==> src/rtl/tx_pkg.sv <==
// Shared definitions for the QPSK transmit frame sequencer: FSM state encoding
// and the alternating preamble dibits.
package tx_pkg;

    typedef enum logic [1:0] {
        IDLE  = 2'd0,
        PRE   = 2'd1,
        PAY   = 2'd2,
        GUARD = 2'd3
    } state_t;

    localparam logic [1:0] PRE_EVEN = 2'b00;
    localparam logic [1:0] PRE_ODD  = 2'b11;

    function automatic logic [1:0] preDibit(input logic isOdd);
        return isOdd ? PRE_ODD : PRE_EVEN;
    endfunction

endpackage

==> src/rtl/tx_sym_timer.sv <==
// Symbol pacing counter: counts 0..SYM_DIV-1 while running and flags the last
// cycle of each symbol period.
module tx_sym_timer #(
    parameter int SYM_DIV = 4
) (
    input  logic i_clk,
    input  logic i_reset,
    input  logic i_clear,
    input  logic i_run,
    output logic o_tick
);

    localparam int CW = (SYM_DIV > 2) ? $clog2(SYM_DIV) : 1;
    localparam logic [CW-1:0] LAST = CW'(SYM_DIV - 1);

    logic [CW-1:0] r_count;

    always_ff @(posedge i_clk) begin
        if (i_reset || i_clear) begin
            r_count <= '0;
        end else if (i_run) begin
            r_count <= (r_count == LAST) ? '0 : r_count + 1'b1;
        end
    end

    assign o_tick = i_run && (r_count == LAST);

endmodule

==> src/rtl/tx_frame_sequencer.sv <==
// Frame controller for the QPSK transmitter: preamble -> payload -> guard,
// paced by a symbol timer, with per-frame optional single-symbol error injection.
module tx_frame_sequencer
    import tx_pkg::*;
#(
    parameter int SYM_DIV      = 4,
    parameter int PREAMBLE_LEN = 8,
    parameter int PAYLOAD_LEN  = 32,
    parameter int GUARD_LEN    = 4
) (
    input  logic       sys_clk,
    input  logic       reset,
    input  logic       start,
    input  logic       err_en,
    input  logic [7:0] err_pos,
    input  logic       pay_valid,
    input  logic [1:0] pay_data,
    output logic       pay_ready,
    output logic       sym_stb,
    output logic [1:0] sym_out,
    output logic       IsTransmit,
    output logic       has_error,
    output logic       busy,
    output logic       frame_done,
    output logic       underrun,
    output logic [7:0] frame_cnt
);

    localparam int MAX_PG  = (PREAMBLE_LEN > GUARD_LEN) ? PREAMBLE_LEN : GUARD_LEN;
    localparam int MAX_LEN = (MAX_PG > PAYLOAD_LEN) ? MAX_PG : PAYLOAD_LEN;
    // At least 8 bits so the latched error position can be compared directly.
    localparam int SIDX_W  = (MAX_LEN > 256) ? $clog2(MAX_LEN) : 8;

    state_t            r_state;
    state_t            w_nextState;
    logic [SIDX_W-1:0] r_sidx;
    logic              w_tick;
    logic              r_errEn;
    logic [7:0]        r_errPos;
    logic              r_symStb;
    logic [1:0]        r_symOut;
    logic              r_hasError;
    logic              r_isTx;
    logic              r_underrun;
    logic [7:0]        r_frameCnt;

    logic              w_emit;
    logic [1:0]        w_emitData;
    logic              w_emitErr;
    logic              w_payReady;
    logic              w_frameDone;

    tx_sym_timer #(
        .SYM_DIV (SYM_DIV)
    ) u_timer (
        .i_clk   (sys_clk),
        .i_reset (reset),
        .i_clear (r_state == IDLE),
        .i_run   (r_state != IDLE),
        .o_tick  (w_tick)
    );

    always_ff @(posedge sys_clk) begin
        if (reset) begin
            r_state <= IDLE;
        end else begin
            r_state <= w_nextState;
        end
    end

    always_comb begin
        w_nextState = r_state;
        w_emit      = 1'b0;
        w_emitData  = 2'b00;
        w_emitErr   = 1'b0;
        w_payReady  = 1'b0;
        w_frameDone = 1'b0;
        case (r_state)
            IDLE: begin
                if (start) begin
                    w_nextState = PRE;
                end
            end
            PRE: begin
                if (w_tick) begin
                    w_emit     = 1'b1;
                    w_emitData = preDibit(r_sidx[0]);
                    if (r_sidx == SIDX_W'(PREAMBLE_LEN - 1)) begin
                        w_nextState = PAY;
                    end
                end
            end
            PAY: begin
                if (w_tick) begin
                    // A missing dibit still occupies its slot so frame timing never stretches.
                    w_payReady = 1'b1;
                    w_emit     = 1'b1;
                    w_emitData = pay_valid ? pay_data : 2'b00;
                    w_emitErr  = r_errEn && (r_sidx == SIDX_W'(r_errPos));
                    if (r_sidx == SIDX_W'(PAYLOAD_LEN - 1)) begin
                        w_nextState = GUARD;
                    end
                end
            end
            GUARD: begin
                if (w_tick && (r_sidx == SIDX_W'(GUARD_LEN - 1))) begin
                    w_nextState = IDLE;
                    w_frameDone = 1'b1;
                end
            end
            default: begin
                w_nextState = IDLE;
            end
        endcase
    end

    always_ff @(posedge sys_clk) begin
        if (reset) begin
            r_sidx   <= '0;
            r_errEn  <= 1'b0;
            r_errPos <= 8'd0;
        end else begin
            if (w_nextState != r_state) begin
                r_sidx <= '0;
            end else if (w_tick) begin
                r_sidx <= r_sidx + 1'b1;
            end
            if ((r_state == IDLE) && start) begin
                r_errEn  <= err_en;
                r_errPos <= err_pos;
            end
        end
    end

    // IsTransmit drops one cycle after the last payload strobe, i.e. on the first GUARD edge.
    always_ff @(posedge sys_clk) begin
        if (reset) begin
            r_symStb   <= 1'b0;
            r_symOut   <= 2'b00;
            r_hasError <= 1'b0;
            r_isTx     <= 1'b0;
            r_underrun <= 1'b0;
            r_frameCnt <= 8'd0;
        end else begin
            r_symStb   <= w_emit;
            r_symOut   <= w_emitData;
            r_hasError <= w_emitErr;
            if ((r_state == PRE) && w_tick) begin
                r_isTx <= 1'b1;
            end else if ((r_state == GUARD) || (r_state == IDLE)) begin
                r_isTx <= 1'b0;
            end
            r_underrun <= r_underrun | (w_payReady & ~pay_valid);
            r_frameCnt <= r_frameCnt + {7'd0, w_frameDone};
        end
    end

    assign pay_ready  = w_payReady;
    assign sym_stb    = r_symStb;
    assign sym_out    = r_symOut;
    assign has_error  = r_hasError;
    assign IsTransmit = r_isTx;
    assign busy       = (r_state != IDLE);
    assign frame_done = w_frameDone;
    assign underrun   = r_underrun;
    assign frame_cnt  = r_frameCnt;

endmodule

==> config.mk <==
export PLATFORM = sky130hd
export DESIGN_NAME = tx_frame_sequencer
export DESIGN_NICKNAME = d
export VERILOG_FILES = /design/src/rtl/tx_pkg.sv /design/src/rtl/tx_sym_timer.sv /design/src/rtl/tx_frame_sequencer.sv
export SDC_FILE = /design/constraint.sdc
export NUM_CORES = 1
export LEC_CHECK = 0
export ABC_AREA = 1
export ABC_CLOCK_PERIOD_IN_PS = 2700
export CAP_MARGIN = 20
export CORE_MARGIN = 4
export CORE_UTILIZATION = 50
export DETAILED_ROUTE_END_ITERATION = 8
export GPL_TIMING_DRIVEN = 0
export PLACE_DENSITY = 0.89
export SYNTH_ARGS = -nofsm -noshare
export SYNTH_HDL_FRONTEND = slang
export SYNTH_SLANG_ARGS = --single-unit
==> constraint.sdc <==
create_clock -name sys_clk -period 2.7 [get_ports sys_clk]
set_clock_uncertainty 0.05 [all_clocks]
set_input_delay 0.405 -clock sys_clk [delete_from_list [all_inputs] [get_ports sys_clk]]
set_output_delay 0.405 -clock sys_clk [all_outputs]
set_load 0.02 [all_outputs]
==> results.tsv <==
metric	value	unit
synth_top_area_cell	dfxtp_1	
dr_total_vias	1461	
maxSlewViolCount	0	
hold_viol	0	
synth_cells	213	
power_leakage	0.824	nW
cts.clk_slew.worst_paths	100	ps
synth_top_family_by_area	simple AND/OR/NAND/NOR gates	
antenna_left	0	
cts_root_buffer	clkbuf_4	
cp-start-kind	flip-flop	
crit_fanout	6	
drt_iter0_drc	88	
synth-edff-count	0	
wirelength	3510	um
rr_endpoint	frame_cnt[7]$_SDFF_PP0_	
antenna_found_initial	0	
met2_usage	31.4	%
yosys-top-cells-area	dfxtp_1 (44%), nor2_1 (9.1%), nand2_1 (7.2%)	
met1_usage	22.3	%
diodes	0	
core_area	0.00308	mm2
cts.path.max_buffers	2	
p_per_area	474	mW/mm2
clock-sinks	35	
gr-usage-met3	6.07	%
cap_viol_max_count	0	
grt_pass1_wl	6100	um
fin_setup_tns	0	ps
grt_pass1_vias	1442	
clk_latency	330	ps
die_area	0.00419	mm2
via_per_inst	4.95	
critPathCapture	frame_done	
start_util	52.3	%
min_period	2480	ps
fillCellCount	264	
syn_to_final_growth	27.1	%
synthXorXnorAreaFrac	3.81	%
r2r_start	r_state[0]$_SDFF_PP0_	
fin_nets	273	
gp_congestion	0.853	
port_buffers	30	
slew_headroom	67.1	%
synth_seq_cells	35	
grt_max_degree	11	
synth_cell_types	23	
grt_usage	18.6	%
synth-simple-area-share	25.2	%
yosysTopAreaCellShare	43.5	%
rsz0062_at_grt	no	
arrival	2020	ps
synth_nets	236	
drt-wirelength-per-cell	11.9	um
crit_type	reg -> out	
busiest_layer	met2	
ys_warn_count	0	
async_flop_share	0	%
firstDrtPassIters	5	
outcome	complete, no violations	
mostFrequentLayoutCells	nor2_1 (37), dfxtp_1 (33), nand2_1 (31)	
synth_area_per_cell	7.55	um2
seq_area_frac_synth	43.5	%
numCtsBuffers	5	
tightestPinTransition	494	ps
pre_cts_ws	96.2	ps
hold_ws	385	ps
fp-row-count	20	
period_share	91.7	%
ff2ff_path_depth	14	
ys.flop_type	dfxtp_1	
synthesis.area	0.00161	mm2
grt_overflow	0	
max_freq	404	MHz
synth-compound-area-share	13.3	%
drive_above_1_share	8.37	%
layout_commonest_cell	nor2_1	
htreeDepth	2	
synthMuxAreaShare	0	%
dp_hpwl	2690	um
postCtsHoldBufs	0	
reg2reg_slack	300	ps
setup_viol	0	
die_x	64.7	um
cp.required	2250	ps
hp-class	reg -> reg	
worst_slack	224	ps
drc	0	
cts_tree	yes	
worstSetupEndpointType	output pin	
yosys.area_share.adder	6.22	%
max-vdd-ir-drop	395	uV
startpoint	r_state[0]$_SDFF_PP0_	
power	0.970	mW
ios	32	
die_y	64.7	um
-- cell families after synthesis --
group,Yosys count
and+or+nand+nor,91
AOI/OAI and AO/OA,38
DFF,35
buffers and inverters,34
adders and majority gates,8
xor gates and xnor gates,7
-- metrics by stage --
stage	util (%)	instance area, um2	std cells
after floorplan	-	1610	213
after global placement	63.8	1960	287
after detailed placement	63.8	1960	287
after CTS	66.1	2030	295
after global routing	66.5	2050	295
final	66.5	2050	295
-- cells in the mapped netlist (2+ instances only) --
| cell | instances |
|---|---|
| xor2_1 | 6 |
| nand2_2 | 2 |
| nor2_1 | 39 |
| o22ai_1 | 5 |
| a31oi_1 | 3 |
| inv_2 | 2 |
| dfxtp_1 | 35 |
| nand3_1 | 10 |
| nor2_2 | 2 |
| nand4_1 | 3 |
| clkbuf_1 | 3 |
| a221oi_1 | 2 |
| o21ai_0 | 16 |
| inv_1 | 29 |
| a21oi_1 | 10 |
| ha_1 | 8 |
| nand2_1 | 31 |
| nor3_1 | 2 |
-- worst max-delay path, cell delays in order (launching register included) --
cell and delay (ps):
dfxtp_2 400, inv_1 100, ha_2 240, inv_2 120, nand3_1 130, nor2_1 110, nand2_1 110, nor2_2 130
dlygate4sd2_1 350
-- final cells by class --
cell class	count	area, um2	area share (%)
well taps	44	55.1	2.69
multi-input cells	144	793	38.8
flip-flops and latches	35	703	34.4
plain buffers	3	11.3	0.550
repair buffers	30	298	14.6
clock buffers	8	68.8	3.36
inverters	31	116	5.69
-- registers in the layout (all words and copies together) (netlist names) --
| register | count |
|---|---|
| r_sidx | 8 |
| IsTransmit | 1 |
| u_timer.r_count | 2 |
| r_state | 2 |
| sym_out | 2 |
| sym_stb | 1 |
| underrun | 1 |
| r_errEn | 1 |
| r_errPos | 8 |
| frame_cnt | 8 |
| has_error | 1 |
-- power breakdown --
part | switching [mW] | leakage (nW) | internal (mW) | total, mW
Clock | 0.167 | 0.0386 | 0.153 | 0.321
Combinational | 0.0602 | 0.500 | 0.0473 | 0.108
Sequential | 0.0102 | 0.285 | 0.532 | 0.542
Total | 0.238 | 0.824 | 0.733 | 0.970
-- worst min path at each step --
stage | startpoint | end | slack, ps | cells past startpoint
2_1_floorplan | u_timer.r_count[0]$_SDFFE_PP0N_ | u_timer.r_count[0]$_SDFFE_PP0N_ | 360 | 1
3_3_place_gp | u_timer.r_count[0]$_SDFFE_PP0N_ | u_timer.r_count[0]$_SDFFE_PP0N_ | 370 | 1
3_5_place_dp | u_timer.r_count[0]$_SDFFE_PP0N_ | u_timer.r_count[0]$_SDFFE_PP0N_ | 370 | 1
4_1_cts | u_timer.r_count[0]$_SDFFE_PP0N_ | u_timer.r_count[0]$_SDFFE_PP0N_ | 390 | 1
5_1_grt | u_timer.r_count[0]$_SDFFE_PP0N_ | u_timer.r_count[0]$_SDFFE_PP0N_ | 410 | 1
6_report | u_timer.r_count[0]$_SDFFE_PP0N_ | u_timer.r_count[0]$_SDFFE_PP0N_ | 380 | 1
-- per-layer routing --
layer	part of all wire, %	wire, um	vias up
met5	0	0	-
met4	0.57	20	0
met3	4.1	143	4
met2	50	1740	27
met1	46	1600	662
li1	-	-	768
-- timing repair --
item | 4_1_cts | 5_1_grt
resized for setup | 4 | 4
endpoints found under the setup margin | 2 | 5
setup buffers | 0 | 0
Note: power is estimated with default switching activity, not from simulation.
